<file path="config.mk">
export PLATFORM = sky130hd
export DESIGN_NAME = rst_filter_mc
export DESIGN_NICKNAME = d
export VERILOG_FILES = /design/src/rtl/rst_filter_mc.sv
export SDC_FILE = /design/constraint.sdc
export NUM_CORES = 1
export LEC_CHECK = 0
export ABC_AREA = 1
export CORE_UTILIZATION = 35
export CTS_CLUSTER_DIAMETER = 80
export DETAILED_ROUTE_END_ITERATION = 12
export PLACE_DENSITY = 0.58
export SLEW_MARGIN = 5
export SYNTH_ARGS = -nofsm -noshare
export SYNTH_HDL_FRONTEND = slang
export SYNTH_SLANG_ARGS = --single-unit
</file>
<file path="constraint.sdc">
create_clock -name clk -period 4.6 [get_ports clk]
set_input_delay 0.69 -clock clk [delete_from_list [all_inputs] [get_ports clk]]
set_output_delay 0.69 -clock clk [all_outputs]
set_load 0.05 [all_outputs]
</file>
<file path="src/rtl/rst_filter_mc.sv">
// Multi-channel reset conditioner: per-channel synchroniser, programmable
// assert/deassert glitch filters, sticky glitch flags and a masked system reset.
module rst_filter_mc #(
  parameter int NUM_CH      = 4,
  parameter int SYNC_STAGES = 2,
  parameter int CNT_W       = 7
) (
  input  logic              clk,
  input  logic              rst_n,
  input  logic [NUM_CH-1:0] rst_n_ext,
  input  logic [NUM_CH-1:0] ch_en,
  input  logic [CNT_W-1:0]  cfg_low_thresh,
  input  logic [CNT_W-1:0]  cfg_high_thresh,
  input  logic              glitch_clr,
  output logic [NUM_CH-1:0] rst_n_out,
  output logic              rst_n_all,
  output logic [NUM_CH-1:0] glitch_flag
);

  typedef enum logic {
    ST_ASSERTED   = 1'b0,
    ST_DEASSERTED = 1'b1
  } state_e;

  logic [NUM_CH-1:0] sync_q [SYNC_STAGES];
  logic [NUM_CH-1:0] sync_d [SYNC_STAGES];

  state_e            st_q  [NUM_CH];
  state_e            st_d  [NUM_CH];
  logic [CNT_W-1:0]  cnt_q [NUM_CH];
  logic [CNT_W-1:0]  cnt_d [NUM_CH];
  logic [NUM_CH-1:0] flag_q;
  logic [NUM_CH-1:0] flag_d;

  logic [NUM_CH-1:0] s;
  logic [NUM_CH-1:0] opp;
  logic [NUM_CH-1:0] flip;
  logic [NUM_CH-1:0] glitch_set;

  always_comb begin
    sync_d[0] = rst_n_ext;
    for (int i = 1; i < SYNC_STAGES; i++) begin
      sync_d[i] = sync_q[i-1];
    end
  end

  assign s = sync_q[SYNC_STAGES-1];

  // Threshold selects on current state; live cfg is used on every cycle.
  always_comb begin
    opp        = '0;
    flip       = '0;
    glitch_set = '0;
    for (int ch = 0; ch < NUM_CH; ch++) begin
      logic [CNT_W-1:0] thr;
      logic             deas;
      deas     = (st_q[ch] == ST_DEASSERTED);
      thr      = deas ? cfg_low_thresh : cfg_high_thresh;
      opp[ch]  = (s[ch] != deas);
      flip[ch] = opp[ch] && (cnt_q[ch] >= thr);
      glitch_set[ch] = ch_en[ch] && deas && s[ch]
                       && (cnt_q[ch] != '0);
    end
  end

  // State register
  always_ff @(posedge clk) begin
    if (!rst_n) begin
      for (int i = 0; i < SYNC_STAGES; i++) begin
        sync_q[i] <= '0;
      end
      for (int ch = 0; ch < NUM_CH; ch++) begin
        st_q[ch]  <= ST_ASSERTED;
        cnt_q[ch] <= '0;
      end
      flag_q <= '0;
    end else begin
      for (int i = 0; i < SYNC_STAGES; i++) begin
        sync_q[i] <= sync_d[i];
      end
      for (int ch = 0; ch < NUM_CH; ch++) begin
        st_q[ch]  <= st_d[ch];
        cnt_q[ch] <= cnt_d[ch];
      end
      flag_q <= flag_d;
    end
  end

  // Next-state logic; a disabled channel overrides any pending flip.
  always_comb begin
    for (int ch = 0; ch < NUM_CH; ch++) begin
      st_d[ch]  = st_q[ch];
      cnt_d[ch] = cnt_q[ch];
      if (!ch_en[ch]) begin
        st_d[ch]  = ST_DEASSERTED;
        cnt_d[ch] = '0;
      end else if (!opp[ch]) begin
        cnt_d[ch] = '0;
      end else if (flip[ch]) begin
        st_d[ch]  = (st_q[ch] == ST_DEASSERTED)
                    ? ST_ASSERTED : ST_DEASSERTED;
        cnt_d[ch] = '0;
      end else begin
        cnt_d[ch] = cnt_q[ch] + CNT_W'(1);
      end
    end
    flag_d = glitch_set | (flag_q & ~{NUM_CH{glitch_clr}});
  end

  // Output logic
  always_comb begin
    for (int ch = 0; ch < NUM_CH; ch++) begin
      rst_n_out[ch] = (st_q[ch] == ST_DEASSERTED);
    end
    rst_n_all   = &(rst_n_out | ~ch_en);
    glitch_flag = flag_q;
  end

endmodule
</file>
==> impl_summary.md <==
Logic synthesis
The number of warning messages in the yosys log is 0. The cell count after synthesis came out at a little over 400. The area of the mapped netlist is 0.00281 mm2.

The post-synth net total is between 400 and 500. The proportion of synthesized chip area in sequential cells is 31.3%. The number of synthesized register bits is 44. In the post-synthesis netlist, the biggest area contributors are sky130_fd_sc_hd__dfxtp_1, sky130_fd_sc_hd__ha_1, sky130_fd_sc_hd__nand2_1, sky130_fd_sc_hd__inv_1, sky130_fd_sc_hd__nor2_1. The number of distinct library cells after synthesis is 23. The mean instance size in the synthesized netlist is about 6.9 um2. Of all cell types, the one taking the most synthesized area is sky130_fd_sc_hd__dfxtp_1. The top cell type by area accounts for 31.3% of the synthesized area.

Route
Dividing the detail-routed wire length by the instance count gives 11.2 um. The detail route stage leaves a number of antenna-violating nets equal to 0. The via count is 2466. The number of optimization iterations in the first detailed-route pass is 4. The detailed-route DRC error count is 0.

In the routed layout, each cell is associated on average with a via count of 4.57. The first routing iteration left 119 violations. The final routed wirelength across all metal layers is 6.04 mm.

Global routing
Global routing finished with a remaining overflow of 0. Entering global routing, the biggest net connects 21 pins. The number of antenna violations at the first check in global routing was 0. The via count of the first global-routing pass came to 2288. The global-route usage over all layers is approximately 15%. The global-route wire length before repair is 10.2 mm.

Flow run
The tool flagged a number of max-cap violations equal to 0.

Critical path
The critical path goes through clkdlybuf4s50_1 > inv_1 > or2_2 > o21ai_0 > nor2_1 > clkdlybuf4s50_1. The capture point of the worst path is rst_n_all. In this run the critical register-to-register path is captured at cnt_q[3][2]$_SDFF_PP0_. STA puts the critical path data arrival time at roughly 2400 ps.

The slowest stage of the critical path belongs to the cell sky130_fd_sc_hd__clkdlybuf4s50_1. The worst setup path is captured at a primary output. The launch point of the critical path is ch_en[1]. In this run the worst path has a maximum fanout of 2. The reg2reg setup slack is 2420 ps. The worst setup path is launched from an input pin. The category of the most critical setup path is input pin to primary output.

The delay of the slowest critical-path stage is 830 ps. The startpoint identified for the worst register-to-register timing path is st_q[0][3]$_DFF_P_. The required time at the endpoint of the critical path is 3910 ps. The most frequent cell on the critical path is sky130_fd_sc_hd__clkdlybuf4s50_1.

Measured in cells, the most critical reg-to-reg path has a length of 7.

Cells and area
The number of nets in the layout is around 500. The proportion of layout cells with a drive suffix above 1 is 4.11%. Summing all multi-input logic gate instances after layout gives between 0.0015 and 0.002 mm2.

In the layout the commonest cells are sky130_fd_sc_hd__nand2_1, sky130_fd_sc_hd__inv_1, sky130_fd_sc_hd__dfxtp_1. The number of antenna diodes in the final layout is 0. The layout filler cell count is 838. Leaving out fill and tap cells, the most frequent cell in the layout is sky130_fd_sc_hd__nand2_1. The sequential cell area in the final layout is 881 um2. The layout overhead on the synthesized area is 18.7%.

Clock tree
The register clock-pin slew on the reported worst setup and hold paths is ~80 ps. CTS placed an instance of sky130_fd_sc_hd__clkbuf_8 at the clock tree root. The clock reaches the later pin of the worst-skew pair after 300 ps. The TritonCTS buffer count is 5.

The number of cells upsized or downsized after cts is 0. TritonCTS built the clock tree. The number of H-tree branching levels is 2. The quantity of hold-fixing buffers added after cts is 0.

The setup fix buffers added after clock tree synthesis is 0. The maximum root-to-sink buffer count is 2. The clock net sink count is 44.

Placed design
The number of port buffers is 33. The half-perimeter wire length after detailed placement is 4.80 mm. The global placer's final weighted congestion is 0.802.

Die
The region available for standard cell placement spans between 0.007 and 0.008 mm2. The floorplan step defined a die boundary enclosing 0.00840 mm2. The floorplan has 32 rows. The initial utilization of the core area, before any placement, comes to about 36%.

The die height is around 92 um. The count of pins on the block boundary is 34. The floorplan die width is roughly 90 um.

Pwr
The power density relative to cell area is around 260 mW/mm2. In this run the static leakage power is 1.54 nW. Summing internal, switching and leakage power gives 0.860 mW. The highest ir drop seen on vdd is 0.000132 V.

Timing
The total negative slack is 0 ps. The routed design could run at a clock period as short as 3110 ps. The worst slew slack as a fraction of its limit is 61.6%. The slew at the pin with the worst max-slew slack is roughly 580 ps. The clock skew after layout is 6.85 ps. The final-report max-slew violation count is 0. Setup repair after global routing left no endpoint under its margin. The final setup violation count is 0.

The final critical-path share of the clock period is 67.6%. The highest clock frequency the design can meet is approximately 320 MHz. The final-report hold violation count is 0.

Min path
The path class of the lowest-slack min-delay path is register to register.

Outcome
The flow ran to the end, and the final reports show no timing, DRC or antenna violations.
cell usage after synthesis, drive strengths merged:
cell and count:
nand2 97, inv 62, nor2 48, dfxtp 44, ha 36, o21ai 32
nand3 20, a21oi 18, nor3 13, xnor2 9, xor2 7, buf 5
clkbuf 5, or2 5, nand4 3, a21o 2, a21boi 1
state kept, by name, summed over array words and instances, names as in the netlist:
name / cells
glitch_flag: 4
cnt_q: 28
sync_q: 8
st_q: 4
worst min-delay path by stage:
| stage | start | to | slack [ps] | depth (start not counted) |
|---|---|---|---|---|
| after CTS | sync_q[0][2]$_SDFF_PN0_ | sync_q[0][6]$_SDFF_PN0_ | 430 | 2 |
| final | sync_q[0][2]$_SDFF_PN0_ | sync_q[0][6]$_SDFF_PN0_ | 420 | 2 |
| after global routing | sync_q[0][3]$_SDFF_PN0_ | sync_q[0][7]$_SDFF_PN0_ | 450 | 2 |
| after detailed placement | sync_q[0][2]$_SDFF_PN0_ | sync_q[0][6]$_SDFF_PN0_ | 410 | 2 |
| after global placement | sync_q[0][2]$_SDFF_PN0_ | sync_q[0][6]$_SDFF_PN0_ | 390 | 2 |
| after floorplan | sync_q[0][0]$_SDFF_PN0_ | sync_q[0][4]$_SDFF_PN0_ | 390 | 2 |
layer usage:
layer  global-route usage [%]  vias to the layer above  wire length (um)  part of all wire [%]
met5                        0                        -                 0                     0
met2                     24.4                       54              2530                    42
li1                         -                     1344                 -                     -
met3                     3.40                        5               415                   6.9
met4                     4.76                        0                57                  0.94
met1                     20.5                     1063              3030                    50
power breakdown:
| part | internal [mW] | switching (mW) |
|---|---|---|
| clock | 0.192 | 0.138 |
| combinational | 0.0552 | 0.0711 |
| sequential | 0.389 | 0.0148 |
worst max-delay path: cells and delay by family:
| family | cells | cell delay (ps) |
|---|---|---|
| AO/OA/AOI/OAI | 1 | 80 |
| AND/OR/NAND/NOR | 2 | 310 |
| buffers and inverters | 3 | 1320 |
final cells by class:
class	instances	share of cell area, %
Tap cell	102	3.82
Clock inverter	1	0.900
Timing Repair Buffer	33	9.90
Clock buffer	7	2.89
Multi-Input combinational cell	291	49.1
Inverter	62	6.97
Sequential cell	44	26.4
through the flow:
step / hold WS, ps / utilization (%) / cells / area, um2 / setup slack, ps
after global routing: 451 / 43.0 / 540 / 3340 / 1440
after floorplan: 390 / - / 407 / 2810 / 2240
after global placement: 395 / 41.3 / 532 / 3210 / 1520
final: 424 / 43.0 / 540 / 3340 / 1490
after CTS: 429 / 43.0 / 540 / 3340 / 1510
after detailed placement: 407 / 41.3 / 532 / 3210 / 1510
logic make-up (layout without fill, tap and decap cells):
family / count (synthesis) / after routing / synth area share [%]
compound gates: 53 / 53 / 9.70
buf+inv: 72 / 103 / 10.3
fa+ha+maj: 36 / 36 / 16.0
xor+xnor: 16 / 16 / 4.98
simple gates: 186 / 186 / 27.6
flops: 44 / 44 / 31.3
(Power assumes the default switching activity.)
==> RTL change: new RTL, config.mk and constraints unchanged <==
The parameter `CNT_W` goes from 7 to 14.
--- a/src/rtl/rst_filter_mc.sv
+++ b/src/rtl/rst_filter_mc.sv
@@ -3,7 +3,7 @@
 module rst_filter_mc #(
   parameter int NUM_CH      = 4,
   parameter int SYNC_STAGES = 2,
-  parameter int CNT_W       = 7
+  parameter int CNT_W       = 14
 ) (
   input  logic              clk,
   input  logic              rst_n,
Interface: changed (resized cfg_high_thresh and cfg_low_thresh); port bits go from 34 to 48. The function was not compared with the original's and may differ.
==> RTL change against the original RTL <==
Clock skew decreased by 0.0031 ns; routed wire length grew 120%; sequential share of layout area is 3.0 points lower; clock power rose by 140%; critical endpoint unchanged; final area is 84% higher; total power up 91%; first-iteration DRC count up 120%; synthesized area grew 85%; highest routed layer unchanged; fmax decreased by 8.8%; worst setup slack lost 0.30 ns; critical path depth decreased by 2; non-clock buffer count rose by 14; global-route usage increased by 3.4 points; sequential cell count grew 28.
==> RTL change: results <==
<?xml version="1.0" encoding="UTF-8"?>
<metrics>
  <group name="status">
    <metric name="status" unit="">complete, no violations</metric>
  </group>
  <group name="clock_tree">
    <metric name="numCtsBuffers" unit="">9</metric>
    <metric name="worst_skew_pair.late_latency" unit="ns">0.35</metric>
    <metric name="root_buffer_master" unit="">clkbuf_16</metric>
    <metric name="h_tree_levels" unit="">3</metric>
    <metric name="clock_edge_transition_at_the_registers_on_the_reported_setup_and_hold_paths" unit="ns">0.06</metric>
  </group>
  <group name="sta">
    <metric name="tightestPinTransition" unit="ns">1.11</metric>
  </group>
  <group name="finish">
    <metric name="layout_fillers" unit="">1579</metric>
    <metric name="final_layout_size_suffix_gt1_frac" unit="">0.0498</metric>
    <metric name="biggestRegsByFlops" unit="">cnt_q (56), sync_q (8)</metric>
  </group>
  <group name="yosys">
    <metric name="synth.top_cells.by_area" unit="">dfxtp_1 28%, ha_1 15%, nand2_1 14%</metric>
    <metric name="post_synth_most_frequent_cells" unit="">195 x nand2_1, 96 x inv_1, 92 x nor2_1</metric>
    <metric name="synth_fp_nets" unit="">881</metric>
    <metric name="synth_xor_xnor_area_share" unit="">0.0489</metric>
    <metric name="synth_adder_area_share" unit="">0.154</metric>
    <metric name="synth_sequential_area_ratio" unit="">0.277</metric>
    <metric name="synth_compound_gate_area_share" unit="">0.109</metric>
    <metric name="yosys.cell_types.count" unit="">34</metric>
  </group>
  <group name="route">
    <metric name="wirelength" unit="mm">13.3</metric>
    <metric name="first_iter_violations" unit="">256</metric>
    <metric name="drt-pass1-iter-count" unit="">5</metric>
    <metric name="routed-via-count" unit="">4809</metric>
  </group>
  <group name="power">
    <metric name="max-vdd-ir-drop" unit="uV">177</metric>
    <metric name="power.leakage" unit="nW">2.65</metric>
  </group>
  <group name="placed_design">
    <metric name="place_hpwl" unit="mm">10.4</metric>
    <metric name="pre_cts_slack" unit="ns">1.35</metric>
    <metric name="port-buffer-count" unit="">47</metric>
    <metric name="gp_routability_congestion" unit="">0.876</metric>
  </group>
  <group name="setup_path">
    <metric name="critical_path_peak_fanout" unit="">32</metric>
    <metric name="critPathArrivalTime" unit="ns">2.72</metric>
    <metric name="cp_slowest_stage_delay" unit="ns">0.99</metric>
    <metric name="critPathSlowestCell" unit="">dfxtp_1</metric>
  </group>
  <group name="global_route">
    <metric name="largest_net_degree_at_the_start_of_global_routing" unit="">34</metric>
    <metric name="first_global_vias" unit="">4363</metric>
    <metric name="grt_first_pass_wirelength" unit="mm">21.6</metric>
    <metric name="grt_use_total" unit="">0.187</metric>
  </group>
</metrics>
-- RTL change: changes by cell type after synthesis, sizes merged, moves of 13 or more --
cell   unedited run  this run
nand2            97       197
ha               36        64
a21oi            18        38
nand4             3        17
nor3             13        26
inv              62        99
xor2              7        21
dfxtp            44        72
o21ai            32        66
nor2             48        97
-- RTL change: final cells by class --
class                           instances  share of cell area
Clock inverter                          6              0.0148
Timing Repair Buffer                   47              0.0764
Sequential cell                        72               0.234
Clock buffer                           10              0.0388
Multi-Input combinational cell        590               0.538
Tap cell                              184              0.0374
Inverter                               99              0.0603
-- RTL change: metal layers --
metal	routed length, um	share of wire	GRT usage
met1	6830	0.52	0.249
met2	5600	0.42	0.296
met3	485	0.037	0.0275
met4	338	0.026	0.0896
met5	0	0	0
-- RTL change: kinds of logic (layout without fill, tap and decap cells) --
logic type | count (synthesis) | count (layout)
buf+inv | 116 | 162
compound gates | 110 | 110
simple gates | 387 | 387
xor+xnor | 29 | 29
flops | 72 | 72
fa+ha+maj | 64 | 64
-- RTL change: final timing paths --
path | startpoint | to | slack [ns] | cells after the start
worst max register to register | st_q[0][3] | cnt_q[3][11] | 1.55 | 11
worst min register to register | sync_q[0][1] | sync_q[0][5] | 0.41 | 2
worst max-delay path | st_q[0][0] | rst_n_all | 1.19 | 4
worst min-delay path | sync_q[0][1] | sync_q[0][5] | 0.41 | 2
-- RTL change: worst max-delay path, delay by kind of cell (launching register included) --
| family | cells | cell delay (ns) |
|---|---|---|
| compound gates | 1 | 0.13 |
| buf+inv | 1 | 0.83 |
| flops | 1 | 0.99 |
| simple gates | 2 | 0.42 |
-- RTL change: power by group --
group	total, mW	leakage (nW)	switching [mW]	internal (mW)
clock network	0.780	0.151	0.289	0.491
logic	0.201	1.92	0.116	0.0851
registers	0.657	0.583	0.0252	0.631
total	1.64	2.65	0.430	1.21
-- RTL change: through the flow --
stage | cells | total power [mW] | hold slack [ns] | area, um^2
after floorplan | 778 | 0.788 | 0.390 | 5200
after global placement | 992 | 0.870 | 0.396 | 5830
after detailed placement | 992 | 0.872 | 0.401 | 5830
after CTS | 1008 | 1.66 | 0.415 | 6160
after global routing | 1008 | 1.71 | 0.433 | 6160
final | 1008 | 1.64 | 0.415 | 6160
